**config.mk**
```make
export PLATFORM = sky130hd
export DESIGN_NAME = rv32_boot_sequencer
export DESIGN_NICKNAME = d
export VERILOG_FILES = /design/src/rtl/rv32_boot_sequencer.sv
export SDC_FILE = /design/constraint.sdc
export NUM_CORES = 1
export LEC_CHECK = 0
export ABC_AREA = 1
export CORE_MARGIN = 8
export CORE_UTILIZATION = 45
export CTS_CLUSTER_DIAMETER = 60
export DETAILED_ROUTE_END_ITERATION = 8
export GPL_TIMING_DRIVEN = 0
export PLACE_DENSITY = 0.74
export RECOVER_POWER = 100
export SYNTH_ARGS = -nofsm -noshare
export SYNTH_HDL_FRONTEND = slang
export SYNTH_SLANG_ARGS = --single-unit
```
**constraint.sdc**
```tcl
create_clock -name CPU_CLK -period 2.4 [get_ports CPU_CLK]
set_clock_uncertainty 0.05 [all_clocks]
set_input_delay 0.48 -clock CPU_CLK [delete_from_list [all_inputs] [get_ports CPU_CLK]]
set_output_delay 0.48 -clock CPU_CLK [all_outputs]
set_load 0.02 [all_outputs]
```
**src/rtl/rv32_boot_sequencer.sv**
```systemverilog
// rv32_boot_sequencer
//   Holds the RV32 core in reset, streams program/data words from the host
//   link into the instruction and data RAMs through their debug write ports,
//   then releases the core after a fixed reset-hold period.
//
// Ports
//   CPU_CLK, CPU_RST_N       core clock, asynchronous active-low reset
//   cmd_valid/cmd_ready      command handshake; cmd_op selects LOAD_I (00),
//                            LOAD_D (01), RUN (10), HALT (11)
//   cmd_base, cmd_len        first word index and word count of a load
//   wr_valid/wr_ready        load-word handshake, wr_data is the word
//   core_rst                 active-high reset to the core
//   inst_a2/wd2/we2          instruction RAM debug write port (byte address)
//   data_a2/wd2/we2          data RAM debug write port (byte address)
//   busy                     high while loading or releasing the core
//   done                     one-cycle pulse: load complete / core started
//   err                      one-cycle pulse: command rejected
module rv32_boot_sequencer #(
    parameter int unsigned INST_WORDS = 4096,
    parameter int unsigned DATA_WORDS = 4096,
    parameter int unsigned RST_HOLD   = 4
) (
    input  logic        CPU_CLK,
    input  logic        CPU_RST_N,
    input  logic        cmd_valid,
    output logic        cmd_ready,
    input  logic [1:0]  cmd_op,
    input  logic [15:0] cmd_base,
    input  logic [15:0] cmd_len,
    input  logic        wr_valid,
    output logic        wr_ready,
    input  logic [31:0] wr_data,
    output logic        core_rst,
    output logic [31:0] inst_a2,
    output logic [31:0] inst_wd2,
    output logic [3:0]  inst_we2,
    output logic [31:0] data_a2,
    output logic [31:0] data_wd2,
    output logic [3:0]  data_we2,
    output logic        busy,
    output logic        done,
    output logic        err
);

    typedef enum logic [1:0] {
        S_HALT,
        S_LOAD,
        S_RELEASE,
        S_RUN
    } state_t;

    typedef enum logic [1:0] {
        OP_LOAD_I = 2'b00,
        OP_LOAD_D = 2'b01,
        OP_RUN    = 2'b10,
        OP_HALT   = 2'b11
    } op_t;

    state_t      state;
    logic        loadData;
    logic [15:0] loadBase;
    logic [15:0] loadLen;
    logic [15:0] wordIdx;
    logic [7:0]  holdCnt;

    logic        cmdFire;
    logic [31:0] loadEnd;
    logic        loadFits;
    logic [31:0] wordAddr;

    always_comb begin
        cmdFire  = cmd_valid & cmd_ready;
        // Zero-extended sum, so a base near 64K cannot wrap into range.
        loadEnd  = 32'(cmd_base) + 32'(cmd_len);
        loadFits = loadEnd <= ((op_t'(cmd_op) == OP_LOAD_D) ? DATA_WORDS : INST_WORDS);
        wordAddr = (32'(loadBase) + 32'(wordIdx)) << 2;
    end

    always_ff @(posedge CPU_CLK or negedge CPU_RST_N) begin
        if (!CPU_RST_N) begin
            state     <= S_HALT;
            core_rst  <= 1'b1;
            cmd_ready <= 1'b1;
            wr_ready  <= 1'b0;
            inst_a2   <= '0;
            inst_wd2  <= '0;
            inst_we2  <= '0;
            data_a2   <= '0;
            data_wd2  <= '0;
            data_we2  <= '0;
            busy      <= 1'b0;
            done      <= 1'b0;
            err       <= 1'b0;
            loadData  <= 1'b0;
            loadBase  <= '0;
            loadLen   <= '0;
            wordIdx   <= '0;
            holdCnt   <= '0;
        end else begin
            // Strobes default low so each assertion lasts exactly one cycle.
            inst_we2 <= '0;
            data_we2 <= '0;
            done     <= 1'b0;
            err      <= 1'b0;

            case (state)
                S_HALT: begin
                    if (cmdFire) begin
                        case (op_t'(cmd_op))
                            OP_LOAD_I, OP_LOAD_D: begin
                                if (!loadFits) begin
                                    err <= 1'b1;
                                end else if (cmd_len == '0) begin
                                    done <= 1'b1;
                                end else begin
                                    loadData  <= (op_t'(cmd_op) == OP_LOAD_D);
                                    loadBase  <= cmd_base;
                                    loadLen   <= cmd_len;
                                    wordIdx   <= '0;
                                    state     <= S_LOAD;
                                    cmd_ready <= 1'b0;
                                    wr_ready  <= 1'b1;
                                    busy      <= 1'b1;
                                end
                            end
                            OP_RUN: begin
                                holdCnt   <= 8'(RST_HOLD);
                                state     <= S_RELEASE;
                                cmd_ready <= 1'b0;
                                busy      <= 1'b1;
                            end
                            default: ;
                        endcase
                    end
                end

                S_LOAD: begin
                    // wr_ready is held high for the whole LOAD state.
                    if (wr_valid) begin
                        if (loadData) begin
                            data_a2  <= wordAddr;
                            data_wd2 <= wr_data;
                            data_we2 <= 4'hF;
                        end else begin
                            inst_a2  <= wordAddr;
                            inst_wd2 <= wr_data;
                            inst_we2 <= 4'hF;
                        end
                        wordIdx <= wordIdx + 16'd1;
                        if (wordIdx == loadLen - 16'd1) begin
                            state     <= S_HALT;
                            wr_ready  <= 1'b0;
                            cmd_ready <= 1'b1;
                            busy      <= 1'b0;
                            done      <= 1'b1;
                        end
                    end
                end

                S_RELEASE: begin
                    // Loaded with RST_HOLD on entry; leaving on 1 gives
                    // exactly RST_HOLD cycles in this state.
                    if (holdCnt == 8'd1) begin
                        state     <= S_RUN;
                        core_rst  <= 1'b0;
                        done      <= 1'b1;
                        cmd_ready <= 1'b1;
                        busy      <= 1'b0;
                    end
                    holdCnt <= holdCnt - 8'd1;
                end

                S_RUN: begin
                    if (cmdFire) begin
                        if (op_t'(cmd_op) == OP_HALT) begin
                            core_rst <= 1'b1;
                            state    <= S_HALT;
                        end else begin
                            err <= 1'b1;
                        end
                    end
                end

                default: state <= S_HALT;
            endcase
        end
    end

endmodule

```
==> reports/metrics.cfg <==
[final_layout]
num_antenna_cells=0
area_growth_pct=41.2
fillers=1813
stdcell_count=1789
seqCellArea_um2=4130
nets=1613
mostFrequentLayoutCells=nand2_1, dfrtp_1, inv_1, dlygate4sd3_1, o21ai_0
multi_input_area_um2=5220
final_util_pct=64.6
final_layout_size_suffix_gt1_share_pct=20.9
layout_commonest_cell=nand2_1

[sta]
timing.final.crit_period_ps=2560
setup_violations=41
fin_hold_ws_ps=313
slew_viol_final=0
setup_ws_ps=-159
fin_setup_tns_ps=-3480
slew_headroom_pct=2.32
hold_viol=0
min_period_over_period_pct=107
worst_pin_slew_ps=1470
fmax_mhz=391
rsz0062_at_grt=true

[worst_setup_path]
crit_chain=buf_8 -> ha_4 -> fa_2 -> or2_4 -> nor2_2 -> nand3_1 -> nor2_1 -> nand3_1 -> nor2_1 -> nand2_1 -> nand2_4 -> buf_6 -> buf_6 -> nand4_4 -> nand2_4 -> nand2_4 -> buf_6 -> nand2_2 -> nand2_1
critPathArrivalTime_ps=2820
ff2ff_path_depth=11
path_buf_inv=4
worstPathRequired_ps=2660
worstSetupPathType=in2reg
worstReg2RegEnd=inst_a2[18]$_DFFE_PN0P_
worstPathMaxFanout=5
max_stage_delay_ps=400
r2r_slack_ps=80
cpLargestDelayFamily=simple AND/OR/NAND/NOR gates
slowest_stage=fa_2
worstSetupEndpointType=flop
r2r-start=wordIdx[0]$_DFFE_PN0P_
cp-start-kind=input port

[cts]
cts_max_path_buffers=2
numCtsBuffers=17
clk_latency_ps=440
ctsHtreeMaxLevel=4
cts.sinks=165
clk_pin_slew_ps=70
cts_root_buffer=clkbuf_16
cts_tree=built

[global_routing]
first_global_vias=8977
grt_max_degree=110
grt_first_pass_wirelength_mm=46.2
grt_overflow=0
antenna_found_initial=0
grt_usage_pct=22.0

[placement]
hpwl_mm=21.8
gp_congestion=0.930
dp.cells=1718
port_buffers=181

[pwr]
seqPwrFrac_pct=44.1
pwr-share-clk_pct=44.1
switchingPower_w=0.00169
p_int_w=0.00461
swShare_pct=26.8
ir_drop_mv=0.438
p_leak_nw=6.90
pwr-share-comb_pct=11.7
power.density_nw_per_um2=465

[min_path]
whs_path_depth=3
hold_path_end=loadBase[4]$_DFFE_PN0P_
hp-start=cmd_base[4]
hold_path_class=in2reg

[drt]
routedWlPerCell_um=16.4
antenna_left=0
drtIter0Drc=427
routed_wl_mm=29.3
num_vias=9045
viasPerCell=5.06
firstDrtPassIters=5
post-route-drc-count=0

[synth]
synth_top_area_share_pct=42.5
ys_seq_area_share_pct=43.1
yosys.area.top_type=dfrtp_1
avgSynthCellArea_um2=7.79
synth_seq_cells=165
synthCells=1232
asyncSetResetFlopFracSynth_pct=100
yosys_warnings=0
yosys.cell_types.count=47
synthFlopType=dfrtp_1
synth-edff-count=0
netlist_area_um2=9600
synth_area_leaders=dfrtp_1, nand2_1, inv_1, o21ai_0, ha_1

[flow_run]
maxCapViolCount=0

[floorplan]
rows=53
start_util_pct=45.8
chipHeight_um=162
die_w_um=162
die_area_um2=26300
num_io_pins=212
core_um2=21000

[outcome]
status=finished, violations left
violations=setup timing

[Yosys cell counts, drive strengths merged, types with 4 or more instances]
cell    count
inv       147
nand2     322
nand3b      5
nand4      13
nor4        8
o21ai     107
dfrtp     163
nor2      124
xnor2       9
ha         40
xor2       28
nor3       16
clkbuf     24
buf        43
a21oi      67
nand3      81
clkinv      4
[power groups by stage]
| stage | sequential [W] | clock [W] | combinational, W |
|---|---|---|---|
| floorplan | 0.00283 | 0 | 0.000343 |
| global placement | 0.00283 | 0 | 0.000591 |
| detailed placement | 0.00283 | 0 | 0.000603 |
| CTS | 0.00278 | 0.00281 | 0.000700 |
| global route | 0.00278 | 0.00292 | 0.000815 |
| finish | 0.00278 | 0.00278 | 0.000740 |
[worst min-delay path, delay by kind of cell]
kind / cells / cell delay [ps]
compound gates: 1 / 90
buf+inv: 1 / 130
simple gates: 1 / 60
[worst max path at each step]
stage,from,endpoint,slack (ps),cells past startpoint
4_1_cts,cmd_len[0],wordIdx[6]$_DFFE_PN0P_,-140,19
6_report,cmd_len[0],wordIdx[7]$_DFFE_PN0P_,-160,19
3_3_place_gp,CPU_RST_N,err$_DFF_PN0_,-5870,1
3_5_place_dp,cmd_len[0],wordIdx[12]$_DFFE_PN0P_,-1020,17
5_1_grt,cmd_base[5],wordIdx[12]$_DFFE_PN0P_,-300,20
2_1_floorplan,cmd_base[0],wordIdx[13]$_DFFE_PN0P_,-100,16
[through the flow]
| stage | power [W] | area (um^2) | worst slack (ps) |
|---|---|---|---|
| after global placement | 0.00343 | 12000 | -5870 |
| after detailed placement | 0.00344 | 12000 | -1020 |
| after floorplan | 0.00318 | 9800 | -98.6 |
| after CTS | 0.00629 | 13300 | -141 |
| after global routing | 0.00652 | 13500 | -301 |
| final | 0.00630 | 13500 | -159 |
[layer usage]
metal | vias up | GRT usage (%) | share of wire, %
met4 | 0 | 6.02 | 2.2
li1 | 4443 | - | -
met1 | 4258 | 26.8 | 43
met5 | - | 0 | 0
met3 | 50 | 4.35 | 6.1
met2 | 294 | 38.6 | 49
[kinds of logic after synthesis]
family          share of synthesized area [%]
compound gates                           11.7
xor+xnor                                 3.38
fa+ha+maj                                5.63
buf+inv                                  10.4
flops                                    43.1
other cells                            0.0391
simple gates                             25.8
[flip-flops by register name, summed over array words and instances, names as in the netlist]
name / cells
inst_we2: 1
wr_ready: 1
loadBase: 16
inst_wd2: 32
loadLen: 16
core_rst: 1
wordIdx: 16
err: 1
inst_a2: 17
data_wd2: 32
busy: 1
state: 2
cmd_ready: 1
data_a2: 17
loadData: 1
data_we2: 1
holdCnt: 8
done: 1
[area by class of cell]
| cell class | instances | share of cell area, % |
|---|---|---|
| inverters | 151 | 4.20 |
| clock inverters | 14 | 1.16 |
| repair buffers | 222 | 16.1 |
| well taps | 275 | 2.54 |
| plain buffers | 66 | 3.69 |
| clock buffers | 18 | 3.24 |
| flip-flops and latches | 165 | 30.5 |
| multi-input cells | 878 | 38.5 |
[timing repair]
action	in CTS	in global routing
hold buffers	1	0
hold endpoints to repair	56	0
cloned	5	0
pin swaps	24	28
buffers inserted	27	9
resized for setup	139	131
endpoints found under the setup margin	109	121
No activity file was read; power rests on OpenSTA's default activity.
